[src/rtl/tt_um_sai_222777.sv]
// tt_um_sai_222777 : TinyTapeout wrapper around a dual-LFSR XOR stream cipher.
// The TX channel encrypts and the RX channel decrypts one bit per enabled clock.
// Seeds, polynomial select and keystream inversion come in through a serial
// config chain that is 2*M+2 bits long and can be daisy-chained via cfg_o.
// Optional feature macro: HEARTBEAT_EN. When it is defined, a free-running
// counter drives uo_out[7:5]. When it is undefined, no counter is built and
// those pins are tied low.
module tt_um_sai_222777 #(
  parameter int          M      = 32,
  parameter logic [31:0] TAPS_A = 32'h8020_0003,
  parameter logic [31:0] TAPS_B = 32'hA300_0000,
  parameter int          HB_W   = 24
) (
  input  logic       clk,
  input  logic       rst_n,
  input  logic       ena,
  input  logic [7:0] ui_in,
  output logic [7:0] uo_out,
  input  logic [7:0] uio_in,
  output logic [7:0] uio_out,
  output logic [7:0] uio_oe
);

  localparam int CW = 2 * M + 2;

  // Pin decode
  logic [1:0] sel;
  logic       tx_p, rx_e, cfg_en, cfg_i, tx_en, rx_en;

  assign sel    = ui_in[1:0];
  assign tx_p   = ui_in[2];
  assign rx_e   = ui_in[3];
  assign cfg_en = ui_in[4];
  assign cfg_i  = ui_in[5];
  assign tx_en  = ui_in[6];
  assign rx_en  = ui_in[7];

  // Architectural state
  logic [CW-1:0] chain_q, chain_d;
  logic          cfg_en_q, cfg_en_d;
  logic [M-1:0]  tx_lfsr_q, tx_lfsr_d;
  logic [M-1:0]  rx_lfsr_q, rx_lfsr_d;
  logic          cfg_poly_q, cfg_poly_d;
  logic          cfg_inv_q, cfg_inv_d;
  logic          tx_e_q, tx_e_d;
  logic          rx_p_q, rx_p_d;
  logic          dbg_tx_p_q, dbg_tx_p_d;
  logic          dbg_rx_e_q, dbg_rx_e_d;
  logic          load;
  logic [2:0]    heartbeat;

  // Fibonacci step: the parity of the tapped bits shifts in at the LSB.
  function automatic logic [M-1:0] lfsr_step(input logic [M-1:0] l, input logic poly);
    logic [M-1:0] taps;
    taps = poly ? TAPS_B[M-1:0] : TAPS_A[M-1:0];
    return {l[M-2:0], ^(l & taps)};
  endfunction

  // The keystream bit comes from the pre-step state. Bypass mode (11) forces
  // zero and ignores the inversion bit.
  function automatic logic key_bit(input logic [M-1:0] l, input logic [1:0] s,
                                   input logic inv);
    logic k;
    case (s)
      2'b00:   k = l[M-1];
      2'b01:   k = l[M-1] ^ l[0];
      2'b10:   k = l[M-1] ^ l[M/2];
      default: k = 1'b0;
    endcase
    if (s != 2'b11) k = k ^ inv;
    return k;
  endfunction

  // The load fires on the first clock with cfg_en low after a clock with it high.
  assign load = cfg_en_q & ~cfg_en;

  // Next-state logic. Config activity (shifting or loading) takes priority and
  // freezes both channels. Otherwise each channel advances on its own enable.
  always_comb begin
    chain_d    = chain_q;
    cfg_en_d   = cfg_en;
    tx_lfsr_d  = tx_lfsr_q;
    rx_lfsr_d  = rx_lfsr_q;
    cfg_poly_d = cfg_poly_q;
    cfg_inv_d  = cfg_inv_q;
    tx_e_d     = tx_e_q;
    rx_p_d     = rx_p_q;
    dbg_tx_p_d = dbg_tx_p_q;
    dbg_rx_e_d = dbg_rx_e_q;
    if (cfg_en) begin
      chain_d = {chain_q[CW-2:0], cfg_i};
    end else if (load) begin
      tx_lfsr_d  = (chain_q[CW-1:M+2] == '0) ? '1 : chain_q[CW-1:M+2];
      rx_lfsr_d  = (chain_q[M+1:2] == '0) ? '1 : chain_q[M+1:2];
      cfg_inv_d  = chain_q[1];
      cfg_poly_d = chain_q[0];
    end else begin
      if (tx_en) begin
        tx_e_d     = tx_p ^ key_bit(tx_lfsr_q, sel, cfg_inv_q);
        dbg_tx_p_d = tx_p;
        tx_lfsr_d  = lfsr_step(tx_lfsr_q, cfg_poly_q);
      end
      if (rx_en) begin
        rx_p_d     = rx_e ^ key_bit(rx_lfsr_q, sel, cfg_inv_q);
        dbg_rx_e_d = rx_e;
        rx_lfsr_d  = lfsr_step(rx_lfsr_q, cfg_poly_q);
      end
    end
  end

  // State registers. Reset returns both LFSRs to all-ones so they never start locked.
  always_ff @(posedge clk or negedge rst_n) begin
    if (!rst_n) begin
      chain_q    <= '0;
      cfg_en_q   <= 1'b0;
      tx_lfsr_q  <= '1;
      rx_lfsr_q  <= '1;
      cfg_poly_q <= 1'b0;
      cfg_inv_q  <= 1'b0;
      tx_e_q     <= 1'b0;
      rx_p_q     <= 1'b0;
      dbg_tx_p_q <= 1'b0;
      dbg_rx_e_q <= 1'b0;
    end else begin
      chain_q    <= chain_d;
      cfg_en_q   <= cfg_en_d;
      tx_lfsr_q  <= tx_lfsr_d;
      rx_lfsr_q  <= rx_lfsr_d;
      cfg_poly_q <= cfg_poly_d;
      cfg_inv_q  <= cfg_inv_d;
      tx_e_q     <= tx_e_d;
      rx_p_q     <= rx_p_d;
      dbg_tx_p_q <= dbg_tx_p_d;
      dbg_rx_e_q <= dbg_rx_e_d;
    end
  end

`ifdef HEARTBEAT_EN
  logic [HB_W-1:0] hb_q, hb_d;

  // Free-running heartbeat counter. Its top three bits give visible activity on the pins.
  always_comb begin
    hb_d = hb_q + HB_W'(1);
  end

  // Heartbeat register
  always_ff @(posedge clk or negedge rst_n) begin
    if (!rst_n) hb_q <= '0;
    else        hb_q <= hb_d;
  end

  assign heartbeat = hb_q[HB_W-1:HB_W-3];
`else
  assign heartbeat = 3'b000;
`endif

  // The chain MSB is a flop output, so cfg_o is registered for daisy-chaining.
  assign uo_out  = {heartbeat, chain_q[CW-1], dbg_rx_e_q, dbg_tx_p_q, rx_p_q, tx_e_q};
  assign uio_out = 8'h00;
  assign uio_oe  = 8'h00;

  logic unused_ok;
  assign unused_ok = &{1'b0, ena, uio_in};

endmodule

[config.mk]
export PLATFORM = sky130hd
export DESIGN_NAME = tt_um_sai_222777
export DESIGN_NICKNAME = d
export VERILOG_FILES = /design/src/rtl/tt_um_sai_222777.sv
export SDC_FILE = /design/constraint.sdc
export NUM_CORES = 1
export LEC_CHECK = 0
export ABC_AREA = 1
export CAP_MARGIN = 20
export CORE_UTILIZATION = 54
export CTS_CLUSTER_SIZE = 28
export DETAILED_ROUTE_END_ITERATION = 6
export PLACE_DENSITY = 0.76
export SLEW_MARGIN = 30
export SYNTH_ARGS = -nofsm -noshare
export SYNTH_HDL_FRONTEND = slang
export SYNTH_SLANG_ARGS = --single-unit
[constraint.sdc]
create_clock -name clk -period 1.3 [get_ports clk]
set_clock_uncertainty 0.1 [all_clocks]
set_input_delay 0.195 -clock clk [delete_from_list [all_inputs] [get_ports clk]]
set_output_delay 0.195 -clock clk [all_outputs]
set_load 0.1 [all_outputs]
==> results.ini <==
[pwr]
power_mw=14.25
power.density_nw_per_um2=1609
leakage_nw=4.270
internal-power_mw=9.758
vdd_drop_max_mv=1.149
swShare_pct=31.50
power_frac_comb_pct=27.1
p_seq_share_pct=40.4
clockPowerShare_pct=32.5
p_switching_mw=4.488

[yosys]
netlist_instances=857
syn-cell-area_um2=6751
ys_types=26
syn_avg_cell_area_um2=7.878
ys_ff_latch=137
ys_warn_count=0
yosysSeqAreaShare_pct=51.96

[routing]
wire_per_inst_um=14.09
first_pass_iters=4
wl_met3_um=565
m1WireLength_um=6829
drt-vias-per-instance=5.144
vias=5844
drt.antenna.violating_nets=0
top_layer=met4
drtIter0Drc=379
totalWireLength_um=16000
wl_met2_um=8192
drc=0

[clock_tree]
cts-htree-levels=4
cts_tree=yes
cts.reportedPaths.clkPinSlew_ps=60
clock-sinks=137
cts_inserted_buffers=17
clk_latency_ps=430
cts_max_path_buffers=2
cts_root_buf=clkbuf_16

[die]
ios=43
row_count=40
die_h_um=113.8
die_w_um=113.8
die_area_um2=12950
core_area_um2=12110
start_util_pct=55.74

[worst_hold_path]
hold_class=primary input to async pin

[sta]
tns_ps=-16840
hold_viol_final=0
setup_viol=70
drv_slew=0
finalCritPeriodShare_pct=123.3
period_minus_slack_ps=1602
worst_pin_slew_ps=502.1
rsz0062_at_grt=true
fin_ws_ps=-302.3
clock.fmax_mhz=624.1
slew_headroom_pct=66.53
whs_ps=121.8

[global_route]
grt_max_degree=81
grt_overflow_total=0
antenna_found_initial=0
track_usage_pct=25.06
grt_pass1_wl_um=25470
grt_pass1_vias=5598

[cells_and_area]
final_util_pct=73.10
diodes=0
fin_area_um2=8853
filler_cell_count=864
stdcell_count=1136
area_delta_synth_final_pct=31.13
nets=977
drive_above_1_share_pct=33.68

[place]
place_inst=1089
globalplace.congestion=0.7964
dpl.hpwl_um=9164
place_ws_ps=-557.1
placed_cell_area_um2=7642
place.port_buffers=14

[worst_setup_path]
arrival_ps=1860
cp_slowest_cell=dfrtp_1
critical_path_class=register to register
cp_max_fo=6
crit_buf_inv=1
crit_required_ps=1550
crit_chain=nor2_1 -> nand4_1 -> nor2_1 -> nand2_2 -> clkbuf_16 -> nand3_2 -> nand3_2 -> o21ai_1
critPathMaxStageDelay_ps=410
crit_family=simple AND/OR/NAND/NOR gates
end_kind=register
worstSetupStartpointType=register

[outcome]
violations=setup timing
outcome=finished with violations

[flow_run]
maxCapViolCount=0

## worst register-to-register path, cell delays in order, from the launching register on
cell	delay, ps
dfrtp_1	410
nor2_1	140
nand4_1	110
nor2_1	160
nand2_2	180
clkbuf_16	220
nand3_2	70
nand3_2	70
o21ai_1	70
## cell type report
| cell class | count | area (µm²) | share of cell area, % |
|---|---|---|---|
| multi-input cells | 572 | 2988 | 33.75 |
| clock buffers | 25 | 505.5 | 5.709 |
| flip-flops and latches | 137 | 3508 | 39.63 |
| inverters | 104 | 397.9 | 4.494 |
| well taps | 168 | 210.2 | 2.374 |
| clock inverters | 7 | 65.06 | 0.7349 |
| repair buffers | 123 | 1179 | 13.31 |
## cells in the final DEF (no fill, tap or decap), types with 10 or more instances in the layout
cell,n
nor2_1,34
nand2_2,10
clkbuf_16,19
conb_1,19
nand3_2,36
o21ai_1,11
dfrtp_1,73
nand3_1,60
nand2_1,252
inv_1,96
o21ai_2,23
or2_2,24
buf_12,11
o21ai_0,73
buf_4,92
dfstp_2,64
## Yosys cell counts (all sizes together)
| cell | n | area share [%] |
|---|---|---|
| or2 | 24 | 2.2 |
| nand2 | 264 | 15 |
| buf | 42 | 4.2 |
| inv | 104 | 5.8 |
| nand4 | 8 | 0.74 |
| a21oi | 2 | 0.15 |
| clkbuf | 21 | 1.2 |
| dfrtp | 73 | 27 |
| o211ai | 1 | 0.11 |
| conb | 1 | 0.056 |
| nand3 | 102 | 7.6 |
| nor2 | 40 | 2.6 |
| ha | 3 | 0.56 |
| dfstp | 64 | 25 |
| o21ai | 108 | 8.1 |
## path summary, 6_finish.rpt
check / end / cells after the start / start / slack, ps
worst min-delay path: chain_q[24] / 2 / rst_n / 120
min in group clk: rx_lfsr_q[10] / 5 / ui_in[4] / 180
worst min register to register: tx_lfsr_q[19] / 2 / tx_lfsr_q[19] / 360
worst max register to register: rx_lfsr_q[20] / 8 / chain_q[28] / -300
worst max-delay path: rx_lfsr_q[20] / 8 / chain_q[28] / -300
max in group asynchronous: rx_lfsr_q[30] / 3 / rst_n / 400
## power groups by stage
| stage | logic (mW) | clock network [mW] | registers [mW] |
|---|---|---|---|
| CTS | 3.60 | 4.72 | 5.74 |
| floorplan | 2.21 | 0 | 5.71 |
| global placement | 3.29 | 0 | 5.76 |
| global route | 4.27 | 4.86 | 5.84 |
| finish | 3.87 | 4.63 | 5.75 |
| detailed placement | 3.36 | 0 | 5.79 |
## sequential cells by signal (all words and copies together) (netlist names)
register    cells
chain_q        66
dbg_tx_p_q      1
cfg_inv_q       1
cfg_poly_q      1
rx_lfsr_q      32
tx_e_q          1
cfg_en_q        1
tx_lfsr_q      32
dbg_rx_e_q      1
rx_p_q          1
## what timing repair did
| item | in CTS | in global routing |
|---|---|---|
| buffers inserted | 6 | 5 |
| cloned | 1 | 3 |
| resized for setup | 83 | 59 |
| endpoints found under the setup margin | 97 | 72 |
| endpoints found under the hold margin | 86 | 0 |
| hold buffers | 1 | 0 |
| pin swaps | 29 | 39 |
## layer usage
| layer | global-route usage, % | up-vias |
|---|---|---|
| met5 | 0 | - |
| met4 | 11.17 | 0 |
| met3 | 5.313 | 41 |
| met2 | 44.15 | 125 |
| met1 | 29.48 | 2820 |
| li1 | - | 2858 |
## cells by family (layout without fill, tap and decap cells)
logic type,Yosys count,after routing,synth area share [%]
simple gates,438,439,27.97
other cells,1,19,0.05554
compound gates,111,111,8.321
fa+ha+maj,3,3,0.5560
buf+inv,167,259,11.14
flops,137,137,51.96
No activity file was read; power rests on OpenSTA's default activity.
